File: config.mk
export PLATFORM = sky130hd
export DESIGN_NAME = cmp_sched
export DESIGN_NICKNAME = d
export VERILOG_FILES = /design/src/rtl/cmp_sched_pkg.sv /design/src/rtl/rr_arb2.sv /design/src/rtl/cmp_sched.sv
export SDC_FILE = /design/constraint.sdc
export NUM_CORES = 1
export LEC_CHECK = 0
export CORE_AREA = 2 2 72 74
export CTS_CLUSTER_DIAMETER = 80
export DETAILED_ROUTE_END_ITERATION = 16
export DIE_AREA = 0 0 74 76
export GPL_ROUTABILITY_DRIVEN = 0
export HOLD_SLACK_MARGIN = 0.03
export PLACE_DENSITY = 0.79
export SYNTH_ARGS = -nofsm -noshare
export SYNTH_HDL_FRONTEND = slang
export SYNTH_SLANG_ARGS = --single-unit
File: constraint.sdc
create_clock -name clk -period 2.5 [get_ports clk]
set_input_delay 0.5 -clock clk [delete_from_list [all_inputs] [get_ports clk]]
set_output_delay 0.5 -clock clk [all_outputs]
set_load 0.01 [all_outputs]
File: src/rtl/cmp_sched_pkg.sv
// Shared types and constants for the compare-unit scheduler.
package cmp_sched_pkg;

  typedef enum logic [1:0] {
    IDLE = 2'd0,
    EXEC = 2'd1,
    RESP = 2'd2
  } state_t;

  localparam logic [2:0] CMP_SEL_MIN = 3'd2;
  localparam logic [2:0] CMP_SEL_MAX = 3'd7;

  localparam logic REQ_BR  = 1'b0;
  localparam logic REQ_DBG = 1'b1;

  // Latency counter width; covers CMP_LAT 0..3
  localparam int unsigned CNT_W = 2;

  function automatic logic [1:0] id_onehot(input logic id);
    return (id == REQ_DBG) ? 2'b10 : 2'b01;
  endfunction

endpackage

File: src/rtl/rr_arb2.sv
// Combinational two-way round-robin pick; the requester other than last wins a tie.
module rr_arb2
  import cmp_sched_pkg::*;
(
  input  logic [1:0] req,
  input  logic       last,
  output logic [1:0] gnt,
  output logic       gnt_id
);

  always_comb begin
    gnt    = 2'b00;
    gnt_id = REQ_BR;
    case (req)
      2'b01: begin
        gnt    = 2'b01;
        gnt_id = REQ_BR;
      end
      2'b10: begin
        gnt    = 2'b10;
        gnt_id = REQ_DBG;
      end
      2'b11: begin
        gnt_id = ~last;
        gnt    = id_onehot(~last);
      end
      default: ;
    endcase
  end

endmodule

File: src/rtl/cmp_sched.sv
// Sequencer sharing the ALU comparison unit between the branch unit and the loop/debug unit.
module cmp_sched
  import cmp_sched_pkg::*;
#(
  parameter int unsigned N       = 8,
  parameter int unsigned CMP_LAT = 1
) (
  input  logic         clk,
  input  logic         rst_n,
  input  logic [1:0]   req_valid,
  output logic [1:0]   req_ready,
  input  logic [N-1:0] req_a_0,
  input  logic [N-1:0] req_b_0,
  input  logic [2:0]   req_sel_0,
  input  logic [N-1:0] req_a_1,
  input  logic [N-1:0] req_b_1,
  input  logic [2:0]   req_sel_1,
  output logic [N-1:0] cmp_a,
  output logic [N-1:0] cmp_b,
  output logic [2:0]   cmp_sel,
  input  logic [N-1:0] cmp_result,
  output logic [1:0]   resp_valid,
  input  logic [1:0]   resp_ready,
  output logic [N-1:0] resp_data,
  output logic         resp_err,
  output logic         busy
);

  state_t           r_state;
  logic             r_rr_last;
  logic             r_id;
  logic [CNT_W-1:0] r_cnt;

  logic [1:0]       w_gnt;
  logic             w_gnt_id;
  logic [N-1:0]     w_a;
  logic [N-1:0]     w_b;
  logic [2:0]       w_sel;

  rr_arb2 u_arb (
    .req    (req_valid),
    .last   (r_rr_last),
    .gnt    (w_gnt),
    .gnt_id (w_gnt_id)
  );

  assign w_a   = (w_gnt_id == REQ_DBG) ? req_a_1   : req_a_0;
  assign w_b   = (w_gnt_id == REQ_DBG) ? req_b_1   : req_b_0;
  assign w_sel = (w_gnt_id == REQ_DBG) ? req_sel_1 : req_sel_0;

  // Grant is only offered while idle; gated by rst_n so every output reads 0 in reset
  assign req_ready = ((r_state == IDLE) && rst_n) ? w_gnt : 2'b00;

  // The latched operands live directly in cmp_a/cmp_b/cmp_sel, which are zero outside EXEC
  always_ff @(posedge clk or negedge rst_n) begin
    if (!rst_n) begin
      r_state    <= IDLE;
      r_rr_last  <= 1'b1;
      r_id       <= 1'b0;
      r_cnt      <= '0;
      cmp_a      <= '0;
      cmp_b      <= '0;
      cmp_sel    <= 3'd0;
      resp_valid <= 2'b00;
      resp_data  <= '0;
      resp_err   <= 1'b0;
      busy       <= 1'b0;
    end else begin
      case (r_state)
        IDLE: begin
          if (w_gnt != 2'b00) begin
            r_id <= w_gnt_id;
            busy <= 1'b1;
            if (w_sel < CMP_SEL_MIN) begin
              r_state    <= RESP;
              resp_data  <= '0;
              resp_err   <= 1'b1;
              resp_valid <= id_onehot(w_gnt_id);
            end else begin
              r_state <= EXEC;
              cmp_a   <= w_a;
              cmp_b   <= w_b;
              cmp_sel <= w_sel;
              r_cnt   <= CNT_W'(CMP_LAT);
            end
          end
        end
        EXEC: begin
          if (r_cnt == '0) begin
            r_state    <= RESP;
            resp_data  <= cmp_result;
            resp_err   <= 1'b0;
            resp_valid <= id_onehot(r_id);
            cmp_a      <= '0;
            cmp_b      <= '0;
            cmp_sel    <= 3'd0;
          end else begin
            r_cnt <= r_cnt - CNT_W'(1);
          end
        end
        RESP: begin
          if ((resp_valid & resp_ready) != 2'b00) begin
            r_state    <= IDLE;
            r_rr_last  <= r_id;
            resp_valid <= 2'b00;
            busy       <= 1'b0;
          end
        end
        default: r_state <= IDLE;
      endcase
    end
  end

endmodule

==> flow_metrics.py <==
metrics = {
    "outcome": {
        "status": "finished clean",
    },
    "setup_path": {
        "crit_type": "in2out",
        "end_kind": "output pin",
        "worstPathMaxFanout": 4,
        "worstPathCellList": "clkdlybuf4s50_1 -> a21boi_4 -> and3_1 -> clkdlybuf4s50_1",
        "cp_slowest_cell": "clkdlybuf4s50_1",
        "crit_family": "buffers and inverters",
        "required_ps": 2000,
        "critPathMostFrequentCell": "clkdlybuf4s50_1",
        "reg2reg_slack_ps": 300,
        "critPathBufInv": 2,
        "critPathLaunchType": "input port",
        "critPathMaxStageDelay_ps": 530,
        "crit_arrival_ps": 1900,
    },
    "timing": {
        "min_period_ps": 2400,
        "drv_slew": 0,
        "worst_slew_pin_slew_ps": 616,
        "timing.final.crit_share": 0.960,
        "fmax_mhz": 417,
        "rsz0062_at_grt": "false",
        "worst_clock_skew_ps": 6.15,
        "hold_viol": 0,
        "final-setup-viol-count": 0,
        "relSlewSlack": 0.588,
    },
    "drt": {
        "top_layer": "met4",
        "vias": 1715,
        "met2_length_mm": 2.25,
        "avgViaCountPerCell": 4.72,
        "drt_iter0_markers": 78,
        "wl_met3_um": 343,
        "wl_per_cell_um": 13.0,
        "drtPass1Iterations": 4,
        "drcViolationCount": 0,
        "routed_wl_mm": 4.73,
        "met1Wirelength_mm": 2.10,
        "final_antenna_net_count": 0,
    },
    "synth": {
        "synth_area_leaders": "dfrtp_1 (44%), mux2_1 (9.4%), nand2_1 (8.5%)",
        "synth_ff_type": "dfrtp_1",
        "synthArstFlopShare": 1.00,
        "ys_types": 40,
        "synth_edf_count": 0,
        "post-synth-top-count-cell": "nand2_1",
        "syn_area_um2": 2040,
        "netlist.area_leader.share": 0.442,
        "synth.top_cells.by_count": "nand2_1 (46), dfrtp_1 (36), a21oi_1 (18)",
        "synth_area_per_cell_um2": 10.2,
        "synth_top_area_cell": "dfrtp_1",
        "synth_nets": 257,
        "yosys_register_bits": 37,
        "synth.yosys.seq_area_share": 0.455,
        "synth_cells": 200,
        "yosys_warnings": 0,
    },
    "power": {
        "leakage_nw": 1.36,
        "ir_drop_mv": 0.449,
        "powerDensity_nw_per_um2": 1110,
        "total_power_mw": 3.45,
    },
    "clock_network": {
        "htree_levels": 2,
        "numCtsBuffers": 5,
        "clk_pin_slew_ps": 80,
        "clock_sinks": 37,
        "cts_tree": "done",
        "clk_latency_ps": 280,
        "root_buffer": "clkbuf_8",
        "cts_buffer_depth": 2,
    },
    "finish": {
        "fin_util": 0.634,
        "drive_above_1_share": 0.133,
        "stdcell_count": 363,
        "n_antenna_cell": 0,
        "syn2layout_area_growth_pct": 52.9,
        "fin_nets": 349,
    },
    "floorplanning": {
        "boundaryPins": 85,
        "start_util": 0.415,
        "core.rowCount": 26,
        "coreArea_um2": 4910,
        "die-area_um2": 5620,
        "fp.dieH_um": 76,
        "die_w_um": 74,
    },
    "global_routing": {
        "antenna_found_initial": 0,
        "grt_use_total": 0.173,
        "grt_pass1_wl_mm": 7.66,
        "overflow": 0,
        "grt_max_degree": 30,
        "grt_pass1_vias": 1654,
    },
    "hold_path": {
        "holdCritPathClass": "in2async",
    },
    "run": {
        "cap_violations": 0,
    },
    "placed_design": {
        "hpwl_mm": 3.45,
        "portBuffers": 84,
        "dp.cells": 355,
    },
}
## layout make-up
class                      instances  area, um2
fill                             422       1800
multi-input combinational        139        991
timing repair buffer              96        941
sequential                        37        927
tap                               70       87.6
clock buffer                       6       82.6
inverter                          13       48.8
clock inverter                     2       37.5
## what timing repair did
| action | 4_1_cts | 5_1_grt |
|---|---|---|
| endpoints found under the setup margin | 1 | 2 |
| cloned | 0 | 0 |
| hold buffers | 0 | 0 |
| buffers inserted | 0 | 0 |
| hold endpoints to repair | 0 | 0 |
| resized for setup | 1 | 2 |
## layer usage
metal | track usage | vias to the layer above
li1 | - | 859
met4 | 0.0327 | 0
met1 | 0.228 | 797
met3 | 0.0542 | 4
met5 | 0 | -
met2 | 0.281 | 55
## worst paths after layout
check | start | end | cells after the start
min in group clk | cmp_a[1] | cmp_a[1] | 1
worst max register to register | r_state[0] | resp_valid[0] | 7
worst min register to register | cmp_a[1] | cmp_a[1] | 1
worst max-delay path | req_valid[0] | req_ready[1] | 4
worst min-delay path | rst_n | cmp_b[0] | 2
max in group asynchronous | rst_n | r_rr_last | 2
## report_power, final
part | switching [mW] | internal, mW | total, mW
Clock | 0.214 | 0.324 | 0.538
Sequential | 0.144 | 0.857 | 1.00
Combinational | 0.839 | 1.07 | 1.91
## layout by cell type, fill, tap and decap left out, drive strengths merged, types with 5 or more instances in the layout
master and instances:
a21oi 18, clkbuf 6, ha 5, clkdlybuf4s50 82, buf 13, o21ai 7, dfrtp 36, mux2i 14
mux2 21, nand2 47, inv 13
## through the flow
step	TNS, ps	area, um2	setup WS, ps	hold slack, ps
2_1_floorplan	0	2040	579	204
3_3_place_gp	-187	2990	-23.7	472
3_5_place_dp	-978	2990	-133	478
4_1_cts	0	3110	20.3	169
5_1_grt	0	3120	11.4	173
6_report	0	3120	99.3	171
## state kept, by name (all words and copies together), names as in the netlist
name	count
resp_data	8
r_cnt	2
cmp_sel	3
resp_valid	2
r_id	1
r_rr_last	1
busy	1
resp_err	1
cmp_b	8
cmp_a	8
r_state	2
## cell families (layout without fill, tap and decap cells)
kind of cell    count (synthesis)  after routing  synth area share
compound gates                 35             35             0.113
fa+ha+maj                       5              5            0.0307
buf+inv                        24            117            0.0614
flops                          37             37             0.455
mux                            35             35             0.190
simple gates                   64             64             0.150
Note: power is estimated with default switching activity, not from simulation.
